<file path="src/rtl/vga_timing_gen.sv">
// VGA timing generator with configurable porches/polarities, four test patterns,
// pixel coordinates, data enable and a frame-start strobe; all outputs registered.
module vga_timing_gen #(
    parameter int unsigned H_ACTIVE  = 640,
    parameter int unsigned H_FP      = 16,
    parameter int unsigned H_SYNC    = 96,
    parameter int unsigned H_BP      = 48,
    parameter int unsigned V_ACTIVE  = 480,
    parameter int unsigned V_FP      = 10,
    parameter int unsigned V_SYNC    = 2,
    parameter int unsigned V_BP      = 29,
    parameter int unsigned HSYNC_POL = 0,
    parameter int unsigned VSYNC_POL = 0,
    parameter int unsigned RW        = 3,
    parameter int unsigned GW        = 3,
    parameter int unsigned BW        = 2,
    parameter int unsigned CNT_W     = 10
) (
    input  logic             dclk,
    input  logic             clr,
    input  logic             en,
    input  logic [1:0]       mode,
    output logic             hsync,
    output logic             vsync,
    output logic [RW-1:0]    red,
    output logic [GW-1:0]    green,
    output logic [BW-1:0]    blue,
    output logic             de,
    output logic [CNT_W-1:0] px,
    output logic [CNT_W-1:0] py,
    output logic             frame_start
);

    localparam int unsigned H_TOTAL = H_SYNC + H_BP + H_ACTIVE + H_FP;
    localparam int unsigned V_TOTAL = V_SYNC + V_BP + V_ACTIVE + V_FP;

    localparam logic [CNT_W-1:0] H_LAST     = CNT_W'(H_TOTAL - 1);
    localparam logic [CNT_W-1:0] V_LAST     = CNT_W'(V_TOTAL - 1);
    localparam logic [CNT_W-1:0] H_SYNC_END = CNT_W'(H_SYNC);
    localparam logic [CNT_W-1:0] V_SYNC_END = CNT_W'(V_SYNC);
    localparam logic [CNT_W-1:0] H_ACT_BEG  = CNT_W'(H_SYNC + H_BP);
    localparam logic [CNT_W-1:0] H_ACT_END  = CNT_W'(H_SYNC + H_BP + H_ACTIVE);
    localparam logic [CNT_W-1:0] V_ACT_BEG  = CNT_W'(V_SYNC + V_BP);
    localparam logic [CNT_W-1:0] V_ACT_END  = CNT_W'(V_SYNC + V_BP + V_ACTIVE);
    localparam logic [CNT_W-1:0] H_ACT_LAST = CNT_W'(H_ACTIVE - 1);
    localparam logic [CNT_W-1:0] V_ACT_LAST = CNT_W'(V_ACTIVE - 1);
    localparam logic [CNT_W-1:0] BAR_W      = CNT_W'(H_ACTIVE / 8);
    localparam logic             HS_ON      = (HSYNC_POL != 0);
    localparam logic             VS_ON      = (VSYNC_POL != 0);

    logic [CNT_W-1:0] hc_q, hc_d, vc_q, vc_d;
    logic [1:0]       mode_q, mode_d;

    logic             hsync_q, hsync_d, vsync_q, vsync_d;
    logic [RW-1:0]    red_q, red_d;
    logic [GW-1:0]    green_q, green_d;
    logic [BW-1:0]    blue_q, blue_d;
    logic             de_q, de_d, fs_q, fs_d;
    logic [CNT_W-1:0] px_q, px_d, py_q, py_d;

    logic             act;
    logic [CNT_W-1:0] px_c, py_c, bar_c;
    logic [2:0]       bar_idx;
    logic [2:0]       rgb;  // on/off per channel: {r, g, b}

    // Counters; mode is only latched on the last pixel of a frame to avoid tearing
    always_comb begin
        hc_d   = hc_q;
        vc_d   = vc_q;
        mode_d = mode_q;
        if (en) begin
            if (hc_q == H_LAST) begin
                hc_d = '0;
                if (vc_q == V_LAST) begin
                    vc_d   = '0;
                    mode_d = mode;
                end else begin
                    vc_d = vc_q + CNT_W'(1);
                end
            end else begin
                hc_d = hc_q + CNT_W'(1);
            end
        end
    end

    always_comb begin
        act     = (hc_q >= H_ACT_BEG) && (hc_q < H_ACT_END) &&
                  (vc_q >= V_ACT_BEG) && (vc_q < V_ACT_END);
        px_c    = act ? (hc_q - H_ACT_BEG) : '0;
        py_c    = act ? (vc_q - V_ACT_BEG) : '0;
        bar_c   = px_c / BAR_W;
        bar_idx = (bar_c > CNT_W'(7)) ? 3'd7 : bar_c[2:0];
        rgb     = 3'b000;
        if (act) begin
            unique case (mode_q)
                2'd0: begin
                    unique case (bar_idx)
                        3'd0:    rgb = 3'b111;
                        3'd1:    rgb = 3'b110;
                        3'd2:    rgb = 3'b011;
                        3'd3:    rgb = 3'b010;
                        3'd4:    rgb = 3'b101;
                        3'd5:    rgb = 3'b100;
                        3'd6:    rgb = 3'b001;
                        default: rgb = 3'b000;
                    endcase
                end
                2'd1: rgb = (px_c[5] ^ py_c[5]) ? 3'b000 : 3'b111;
                2'd2: rgb = ((px_c[4:0] == 5'd0) || (py_c[4:0] == 5'd0) ||
                             (px_c == H_ACT_LAST) || (py_c == V_ACT_LAST)) ? 3'b111 : 3'b000;
                default: rgb = 3'b001;
            endcase
        end
    end

    always_comb begin
        hsync_d = hsync_q;
        vsync_d = vsync_q;
        red_d   = red_q;
        green_d = green_q;
        blue_d  = blue_q;
        de_d    = de_q;
        px_d    = px_q;
        py_d    = py_q;
        fs_d    = 1'b0;
        if (en) begin
            hsync_d = (hc_q < H_SYNC_END) ? HS_ON : ~HS_ON;
            vsync_d = (vc_q < V_SYNC_END) ? VS_ON : ~VS_ON;
            red_d   = {RW{rgb[2]}};
            green_d = {GW{rgb[1]}};
            blue_d  = {BW{rgb[0]}};
            de_d    = act;
            px_d    = px_c;
            py_d    = py_c;
            fs_d    = (hc_q == '0) && (vc_q == '0);
        end
    end

    always_ff @(posedge dclk or posedge clr) begin
        if (clr) begin
            hc_q    <= '0;
            vc_q    <= '0;
            mode_q  <= '0;
            hsync_q <= ~HS_ON;
            vsync_q <= ~VS_ON;
            red_q   <= '0;
            green_q <= '0;
            blue_q  <= '0;
            de_q    <= 1'b0;
            px_q    <= '0;
            py_q    <= '0;
            fs_q    <= 1'b0;
        end else begin
            hc_q    <= hc_d;
            vc_q    <= vc_d;
            mode_q  <= mode_d;
            hsync_q <= hsync_d;
            vsync_q <= vsync_d;
            red_q   <= red_d;
            green_q <= green_d;
            blue_q  <= blue_d;
            de_q    <= de_d;
            px_q    <= px_d;
            py_q    <= py_d;
            fs_q    <= fs_d;
        end
    end

    assign hsync       = hsync_q;
    assign vsync       = vsync_q;
    assign red         = red_q;
    assign green       = green_q;
    assign blue        = blue_q;
    assign de          = de_q;
    assign px          = px_q;
    assign py          = py_q;
    assign frame_start = fs_q;

endmodule
</file>
<file path="config.mk">
export PLATFORM = sky130hd
export DESIGN_NAME = vga_timing_gen
export DESIGN_NICKNAME = d
export VERILOG_FILES = /design/src/rtl/vga_timing_gen.sv
export SDC_FILE = /design/constraint.sdc
export NUM_CORES = 1
export LEC_CHECK = 0
export CORE_UTILIZATION = 55
export CTS_BUF_LIST = sky130_fd_sc_hd__clkbuf_16
export DETAILED_ROUTE_END_ITERATION = 12
export GPL_TIMING_DRIVEN = 0
export HOLD_SLACK_MARGIN = 0.08
export PLACE_DENSITY = 0.78
export SLEW_MARGIN = 20
export SYNTH_ARGS = -nofsm -noshare
export SYNTH_HDL_FRONTEND = slang
export SYNTH_SLANG_ARGS = --single-unit
</file>
<file path="constraint.sdc">
create_clock -name dclk -period 3 [get_ports dclk]
set_clock_uncertainty 0.05 [all_clocks]
set_input_delay 0.9 -clock dclk [delete_from_list [all_inputs] [get_ports dclk]]
set_output_delay 0.9 -clock dclk [all_outputs]
set_load 0.005 [all_outputs]
</file>
==> results.cfg <==
[status]
status = completed

[cts]
cts_hold_buf = 0
clock_latency_ps = 290
cts_resized = 2
cts_max_level = 2
cts_tree = built
clk_pin_slew_ps = 70
cts_root_buf = clkbuf_16
cts_sinks = 49
cts_made_buffers = 5
cts_setup_buffers = 0
clock_path_buffers = 2

[global_routing]
grt_overflow = 0
antenna_found_initial = 0
grt_pass1_vias = 2852
grt_util_all_layers_pct = 30.6
grt_pass1_wl_um = 14700
grt_max_degree = 26

[synth]
synth_top_area_share_pct = 35.8
syn_nets = 404
ys_types = 60
synth_area_leader_cell = dfrtp_1
netlist_area_um2 = 3290
ys_seq_area_share_pct = 37.4
synthTopCellsByArea = dfrtp_1, o21ai_0, nor2_1, xnor2_1, nand3_1
synthFlopType = dfrtp_1
synthArstFlopShare_pct = 100
ys.warnings.count = 0
synth_cells = 391
synthMostInstantiatedCell = dfrtp_1
avgSynthCellArea_um2 = 8.41
synth-edff-count = 0
synth_seq_cells = 49
synthTopCellsByCount = dfrtp_1, nor2_1, o21ai_0

[power]
p_per_area_nw_per_um2 = 585
p_total_mw = 2.31
peakVddDrop_mv = 0.358
power.leakage_nw = 1.62

[floorplan]
dieWidth_um = 79.3
core_um2 = 5640
start_util_pct = 58.3
die_h_um = 79.3
ioPinCount = 37
die_area_um2 = 6290
num_rows = 27

[timing]
fin_crit_ps = 2850
worst_slew_pin_slew_ps = 608
rsz0062_at_grt = no
hold_viol = 0
setup_viol = 0
clock.fmax_mhz = 351
min_period_over_period_pct = 94.8
max_slew_margin_pct = 59.5
slew_violations = 0
fin_setup_tns_ps = 0

[place]
gp_congestion = 0.930
hpwlAfterDp_um = 6540
portBuffers = 35

[worst_hold_path]
hold_path_class = reg -> reg

[flow_run]
maxCapViolations = 0

[route]
drc_errors = 0
drtIter0Drc = 405
firstDrtPassIters = 5
wire_per_inst_um = 17.7
ant_nets = 0
vias = 3209
vias_per_cell = 6.33
drt_wl_total_um = 8990

[setup_path]
path_max_fanout = 10
path_class = reg -> reg
critPathLaunchType = register
worstPathArrival_ps = 2970
endpoint_kind = register
required_ps = 3120

[finish]
fin_nets = 447
syn2layout_area_growth_pct = 19.9
drive_above_1_share_pct = 12.2
num-fill-cells = 429
diodes = 0
## power breakdown
part	internal, mW	switching, mW
clock	0.395	0.250
combinational	0.340	0.534
sequential	0.705	0.0822
total	1.44	0.866
## worst max-delay path, stage by stage, from the launching register on
cell and delay (ps):
dfrtp_1 440, clkbuf_2 240, inv_1 150, ha_2 230, clkbuf_4 210, clkbuf_4 230, nand3_1 90, a21oi_1 170
a211oi_1 70, a31oi_1 250, a21boi_0 200, a21boi_0 110, o31a_1 290
## per-stage QoR
step	std cells	worst slack, ps	cell area (um2)	hold slack [ps]	util (%)
6_report	507	155	3940	441	69.9
5_1_grt	507	0.250	3940	470	69.9
4_1_cts	507	43.8	3930	441	69.6
3_5_place_dp	499	-254	3750	431	66.6
3_3_place_gp	498	-295	3730	431	66.1
2_1_floorplan	391	397	3290	426	-
## layer usage
layer	track usage [%]	share of wire [%]	up-vias
met5	0	0	-
met4	7.45	1.2	0
met3	6.44	9.0	12
met2	46.1	45	182
met1	44.8	45	1547
li1	-	-	1468
## flip-flops by register name (all words and copies together), names as in the netlist
name         flops
vc_q            10
red              1
mode_q           2
blue             1
vsync            1
de               1
frame_start      1
px              10
hsync            1
hc_q            10
py              10
green            1
## kinds of logic after synthesis
logic type,share of synthesized area (%)
AOI/OAI and AO/OA,17.6
xor gates and xnor gates,6.28
adders and majority gates,3.39
buffers and inverters,8.60
DFF,37.4
muxes,4.07
and+or+nand+nor,22.7
## worst paths after layout
path / from / to / slack, ps / cells past startpoint
worst max-delay path: hc_q[5] / red[0] / 150 / 12
worst min-delay path: vsync / vsync / 440 / 2
worst max register to register: hc_q[5] / red[0] / 150 / 12
worst min register to register: vsync / vsync / 440 / 2
max in group asynchronous: clr / hsync / 1340 / 3
min in group asynchronous: clr / py[8] / 960 / 2
## layout make-up
type                    count  area [um2]  area share, %
clock inverters             3        43.8           1.11
multi-input cells         278        1780           45.1
inverters                  27         101           2.57
clock buffers               5         125           3.17
plain buffers              37         195           4.95
well taps                  72        90.1           2.29
repair buffers             36         378           9.59
flip-flops and latches     49        1230           31.2
## layout by cell type (no fill, tap or decap), types with 3 or more instances in the layout
cell type / instances
a31oi_1: 4
and3_1: 4
or3_1: 5
clkbuf_2: 3
mux2_2: 11
xor2_1: 6
nor3_1: 8
clkbuf_1: 19
buf_2: 3
o22ai_1: 8
inv_1: 23
o211ai_1: 4
nor2b_1: 4
a21oi_1: 12
xnor2_1: 15
o31ai_1: 3
and4b_1: 3
dfrtp_1: 46
o21ai_0: 35
nand2_1: 26
nor4_1: 4
ha_1: 7
nand3_1: 25
nand4_1: 9
nand2b_1: 8
clkbuf_4: 3
clkdlybuf4s50_1: 35
clkbuf_16: 5
nor2_1: 40
buf_4: 6
(Power assumes the default switching activity.)
